===== src/rtl/icache_assoc.sv =====
// Set-associative instruction cache with true-LRU ages and multi-word block fill.
// Hits return in the same cycle; a miss stalls until the fill is done (BLOCK_WORDS+1 cycles with no iwait).
module icache_assoc #(
  parameter int SETS        = 8,
  parameter int WAYS        = 2,
  parameter int BLOCK_WORDS = 2
) (
  input  logic        CLK,
  input  logic        nRST,
  input  logic        imemREN,
  input  logic [31:0] imemaddr,
  output logic        ihit,
  output logic [31:0] imemload,
  input  logic        iflush,
  output logic        iREN,
  output logic [31:0] iaddr,
  input  logic        iwait,
  input  logic [31:0] iload,
  output logic [31:0] hit_count,
  output logic [31:0] miss_count
);
  localparam int OB = $clog2(BLOCK_WORDS);
  localparam int IB = $clog2(SETS);
  localparam int TB = 30 - OB - IB;
  localparam int OW = (OB > 0) ? OB : 1;
  localparam int WW = (WAYS > 1) ? $clog2(WAYS) : 1;

  typedef enum logic {IDLE, FILL} state_t;
  state_t state, next_state;

  logic          valid [SETS][WAYS];
  logic [TB-1:0] tags  [SETS][WAYS];
  logic [31:0]   data  [SETS][WAYS][BLOCK_WORDS];
  logic [WW-1:0] age   [SETS][WAYS];

  logic [31:0]   base;
  logic [WW-1:0] victim;
  logic [OW-1:0] wcnt;
  logic          flush_pending;

  logic [IB-1:0] req_idx, fill_idx, upd_idx;
  logic [OW-1:0] req_off;
  logic [TB-1:0] req_tag, fill_tag;
  logic [WW-1:0] hit_way, vic_way, upd_way;
  logic          hit_any, fill_last, fill_done, miss_start, upd_en, clear_all;

  assign req_idx  = IB'(imemaddr >> (OB + 2));
  assign req_off  = OW'((imemaddr >> 2) & 32'(BLOCK_WORDS - 1));
  assign req_tag  = TB'(imemaddr >> (OB + IB + 2));
  assign fill_idx = IB'(base >> (OB + 2));
  assign fill_tag = TB'(base >> (OB + IB + 2));

  assign fill_last  = (wcnt == OW'(BLOCK_WORDS - 1));
  assign fill_done  = (state == FILL) && !iwait && fill_last;
  assign miss_start = (state == IDLE) && imemREN && !iflush && !hit_any;
  assign clear_all  = ((state == IDLE) && iflush) || (fill_done && (flush_pending || iflush));

  // Lowest invalid way wins the victim choice; otherwise the oldest way.
  always_comb begin
    hit_any = 1'b0;
    hit_way = '0;
    vic_way = '0;
    for (int w = 0; w < WAYS; w++)
      if (age[req_idx][w] == WW'(WAYS - 1)) vic_way = WW'(w);
    for (int w = WAYS - 1; w >= 0; w--)
      if (!valid[req_idx][w]) vic_way = WW'(w);
    for (int w = WAYS - 1; w >= 0; w--)
      if (valid[req_idx][w] && tags[req_idx][w] == req_tag) begin
        hit_any = 1'b1;
        hit_way = WW'(w);
      end
  end

  always_comb begin
    upd_en  = 1'b0;
    upd_idx = req_idx;
    upd_way = hit_way;
    if ((state == IDLE) && imemREN && !iflush && hit_any) begin
      upd_en = 1'b1;
    end else if (fill_done) begin
      upd_en  = 1'b1;
      upd_idx = fill_idx;
      upd_way = victim;
    end
  end

  always_ff @(posedge CLK) begin
    if (!nRST) state <= IDLE;
    else       state <= next_state;
  end

  // Outputs are forced low while nRST is asserted, even mid-fill.
  always_comb begin
    next_state = state;
    ihit       = 1'b0;
    imemload   = '0;
    iREN       = 1'b0;
    iaddr      = '0;
    case (state)
      IDLE: begin
        ihit = nRST && imemREN && !iflush && hit_any;
        if (ihit) imemload = data[req_idx][hit_way][req_off];
        if (miss_start) next_state = FILL;
      end
      FILL: begin
        iREN = nRST;
        if (nRST) iaddr = base + (32'(wcnt) << 2);
        if (fill_done) next_state = IDLE;
      end
      default: next_state = IDLE;
    endcase
  end

  always_ff @(posedge CLK) begin
    if (!nRST) begin
      for (int s = 0; s < SETS; s++)
        for (int w = 0; w < WAYS; w++) begin
          valid[s][w] <= 1'b0;
          age[s][w]   <= WW'(w);
        end
      base          <= '0;
      victim        <= '0;
      wcnt          <= '0;
      flush_pending <= 1'b0;
      hit_count     <= '0;
      miss_count    <= '0;
    end else begin
      if (upd_en)
        for (int w = 0; w < WAYS; w++)
          if (WW'(w) == upd_way)
            age[upd_idx][w] <= '0;
          else if (age[upd_idx][w] < age[upd_idx][upd_way])
            age[upd_idx][w] <= age[upd_idx][w] + 1'b1;
      if (ihit) hit_count <= hit_count + 32'd1;
      if (miss_start) begin
        base       <= imemaddr & ~32'(BLOCK_WORDS * 4 - 1);
        victim     <= vic_way;
        wcnt       <= '0;
        miss_count <= miss_count + 32'd1;
      end
      if ((state == FILL) && iflush) flush_pending <= 1'b1;
      if ((state == FILL) && !iwait) wcnt <= wcnt + 1'b1;
      if (fill_done) begin
        valid[fill_idx][victim] <= 1'b1;
        flush_pending           <= 1'b0;
      end
      // A pending flush also wipes the line that just completed.
      if (clear_all)
        for (int s = 0; s < SETS; s++)
          for (int w = 0; w < WAYS; w++)
            valid[s][w] <= 1'b0;
    end
  end

  always_ff @(posedge CLK) begin
    if ((state == FILL) && !iwait) begin
      data[fill_idx][victim][wcnt] <= iload;
      if (fill_last) tags[fill_idx][victim] <= fill_tag;
    end
  end

endmodule

===== config.mk =====
export PLATFORM = sky130hd
export DESIGN_NAME = icache_assoc
export DESIGN_NICKNAME = d
export VERILOG_FILES = /design/src/rtl/icache_assoc.sv
export SDC_FILE = /design/constraint.sdc
export NUM_CORES = 1
export LEC_CHECK = 0
export CORE_MARGIN = 2
export CORE_UTILIZATION = 50
export DETAILED_ROUTE_END_ITERATION = 10
export PLACE_DENSITY = 0.67
export SLEW_MARGIN = 0
export SYNTH_ARGS = -nofsm -noshare
export SYNTH_HDL_FRONTEND = slang
export SYNTH_SLANG_ARGS = --single-unit

===== constraint.sdc =====
create_clock -name CLK -period 5.1 [get_ports CLK]
set_input_delay 0.765 -clock CLK [delete_from_list [all_inputs] [get_ports CLK]]
set_output_delay 0.765 -clock CLK [all_outputs]
set_load 0.02 [all_outputs]

==> results of run 1 <==
[power breakdown]
part	total (W)	leakage (nW)	switching (W)	internal, W
clock	0.0111	2.43	0.00480	0.00634
combinational	0.00117	6.71	0.000639	0.000536
sequential	0.0141	14.0	0.0000551	0.0141
[cells in the mapped netlist, types with 9 or more instances]
| library cell | number | area (um^2) |
|---|---|---|
| buf_1 | 34 | 128 |
| buf_6 | 10 | 113 |
| a22oi_1 | 13 | 97.6 |
| mux2_2 | 27 | 304 |
| or3_1 | 17 | 106 |
| nor4_1 | 17 | 106 |
| xor2_1 | 39 | 342 |
| nor2b_1 | 9 | 56.3 |
| o22ai_1 | 13 | 81.3 |
| edfxtp_1 | 1455 | 43700 |
| a221oi_1 | 12 | 105 |
| nor3_1 | 22 | 110 |
| mux2i_1 | 167 | 1670 |
| o21ai_0 | 25 | 125 |
| nor2_1 | 175 | 657 |
| o31ai_1 | 9 | 67.6 |
| nand4_1 | 24 | 150 |
| and2_1 | 9 | 56.3 |
| nand2_1 | 67 | 251 |
| nand3_1 | 20 | 100 |
| a22o_1 | 10 | 87.6 |
| xnor2_1 | 45 | 394 |
| dfxtp_1 | 114 | 2280 |
| a21oi_1 | 36 | 180 |
| buf_4 | 12 | 90.1 |
| buf_2 | 23 | 115 |
| inv_1 | 23 | 86.3 |
| mux4_2 | 386 | 8690 |
| and3_1 | 42 | 263 |
| nand2b_1 | 13 | 81.3 |
| clkbuf_1 | 82 | 308 |
[cells by family after synthesis]
logic type	synth area share [%]
compound gates	1.62
xor+xnor	1.20
fa+ha+maj	0.0407
buf+inv	1.37
flops	74.8
mux	17.4
other cells	0.00610
simple gates	3.62
[final cells by class]
class                   count  area (um^2)  area share [%]
flip-flops and latches   1569        46000            63.9
multi-input cells        1264        15200            21.1
clock buffers             200         4190            5.82
repair buffers            388         3720            5.18
well taps                1625         2030            2.83
clock inverters            86          769            1.07
inverters                  23         87.6           0.122
diodes                      6         15.0          0.0209
[worst register-to-register path, stage by stage (launching register included)]
cell and delay, ns:
edfxtp_1 0.36, mux4_2 0.46, mux2i_1 0.21, xor2_1 0.22, nand4_1 0.25, nor4_2 0.34
buf_4 0.18, nand4_1 0.10, buf_6 0.16, a21o_4 0.30, buf_12 0.19, buf_4 0.17
o21ai_0 0.16, nor2b_1 0.55, nand3_1 0.16
[worst paths after layout]
kind                            slack [ns]           end  depth (start not counted)
worst max register to register        0.97     age[5][0]                         14
worst max-delay path                  0.06  imemload[31]                         16
worst min register to register        0.46   valid[2][1]                          2
worst min-delay path                  0.46   valid[2][1]                          2
[routing by layer]
| metal | part of all wire, % | track usage, % |
|---|---|---|
| met1 | 39 | 31.8 |
| met2 | 50 | 38.5 |
| met3 | 7.4 | 4.01 |
| met4 | 3.3 | 8.90 |
| met5 | 0.047 | 0 |
[stage by stage]
stage / hold WS, ns / total power [W] / setup TNS, ns
after floorplan: 0.420 / 0.0151 / 0
after global routing: 0.483 / 0.0272 / -0.374
after detailed placement: 0.443 / 0.0156 / -8.23
after global placement: 0.431 / 0.0155 / -8.05
final: 0.460 / 0.0264 / 0
after CTS: 0.457 / 0.0266 / -0.0148
[flip-flops by register name, summed over array words and instances, names as in the netlist, 16 cells and up]
name and count:
age 16, base 29, data 1024, hit_count 32, miss_count 32, tags 416
valid 16
[timing repair]
| item | CTS | global route |
|---|---|---|
| cloned | 0 | 0 |
| gates resized for setup | 49 | 54 |
| setup endpoints to repair | 32 | 29 |
| pin swaps | 1 | 3 |
| setup buffers | 9 | 10 |
==> results.yml, run 1 <==
status:
  status: "complete, no violations"
placed_design:
  placed_cells: 4850
  place_ws_ns: -0.353
  dpl_cell_area_um2: 66800
  hpwl_um: 80500
  port_buffers: 194
  gp_congestion: 0.807
die:
  io_pins: 199
  die_y_um: 355
  rows: 128
  initial_utilization_pct: 50.4
  core_area_um2: 122000
  die-area_um2: 126000
  die_w_um: 355
cells_and_area:
  syn_to_final_growth_pct: 17.1
  mostFrequentLayoutCell: "edfxtp_1"
  nets: 3476
  final_cell_mix: "edfxtp_1, mux4_2, buf_4"
  design_area_um2: 72000
  final_cells: 5161
  drive_above_1_share_pct: 26.3
  fillerInstances: 8602
  fin_util_pct: 59.0
setup_path:
  cp-start-kind: "primary input"
  worstSetupPathType: "primary input to output pin"
  cp-end-kind: "output pin"
  cp.arrival_ns: 4.27
  r2r_start: "tags[7][19]"
  slowest_delay_ns: 0.48
  critical_path_buf_inv_count: 7
  path_max_fanout: 18
  critPathRequiredTime_ns: 4.34
  cpLargestDelayFamily: "buffers and inverters"
  startpoint: "imemaddr[4]"
  crit_chain: "buf_8 -> buf_12 -> mux4_2 -> mux2i_1 -> xor2_1 -> nand4_1 -> nor4_2 -> buf_4 -> nand4_1 -> buf_6 -> nor2b_4 -> buf_6 -> mux2i_1 -> buf_4 -> nor2_1 -> dlygate4sd2_1"
  crit_path_top_delay_cell: "mux4_2"
worst_hold_path:
  hold_class: "flip-flop to flip-flop"
  hp-start: "valid[2][1]"
grt:
  grt_pass1_vias: 31800
  antenna_found_initial: 12
  globalRouteOverflowTotal: 0
  grt_max_degree: 183
  track_usage_pct: 23.5
  grt_pass1_wl_um: 213000
run:
  drv_cap: 0
timing:
  fmax_mhz: 198
  layout_setup_ws_ns: 0.0616
  finalHoldViolations: 0
  finalCritPeriodShare_pct: 98.8
  setup_viol: 0
  skew_ns: 0.0263
  slew_violations: 0
  period_needed_ns: 5.04
  rsz0062_at_grt: "true"
  max_slew_margin_pct: 13.8
  worstMarginPinSlew_ns: 1.29
logic_synthesis:
  ys.flop_type: "edfxtp_1"
  synthesis.area_um2: 61500
  yosysWarnings: 0
  synth_edf_count: 1455
  synth_cell_type_count: 58
  ys_ff_latch: 1569
  seq_area_frac_synth_pct: 74.8
  synth_cells: 3016
  async_reset_ff_share_pct: 0
  syn_area_per_cell_um2: 20.4
route:
  drtIter0Drc: 3611
  ant_nets: 0
  vias_per_cell: 6.10
  routed-via-count: 31500
  wl_per_cell_um: 28.6
  totalWireLength_um: 148000
  drc: 0
  first_pass_iters: 5
clock_network:
  numCtsBuffers: 159
  clock_latency_ns: 0.79
  cts_tree: "built"
  clk_pin_slew_ns: 0.06
  root_buffer: "clkbuf_16"
  cts_buffer_depth: 3
  numClockSinks: 1569
  cts_max_level: 4
  cts_hold_buf: 0
pwr:
  leakagePower_nw: 23.1
  powerDensity_nw_per_um2: 368
  peakVddDrop_v: 0.000399
No activity file was read; power rests on OpenSTA's default activity.
==> run 2, diff against run 1 <==
- ABC_CLOCK_PERIOD_IN_PS: unset -> 5100
==> results of run 2 <==
Same layout as run 1: the final DEF is identical, and so are final timing and power.
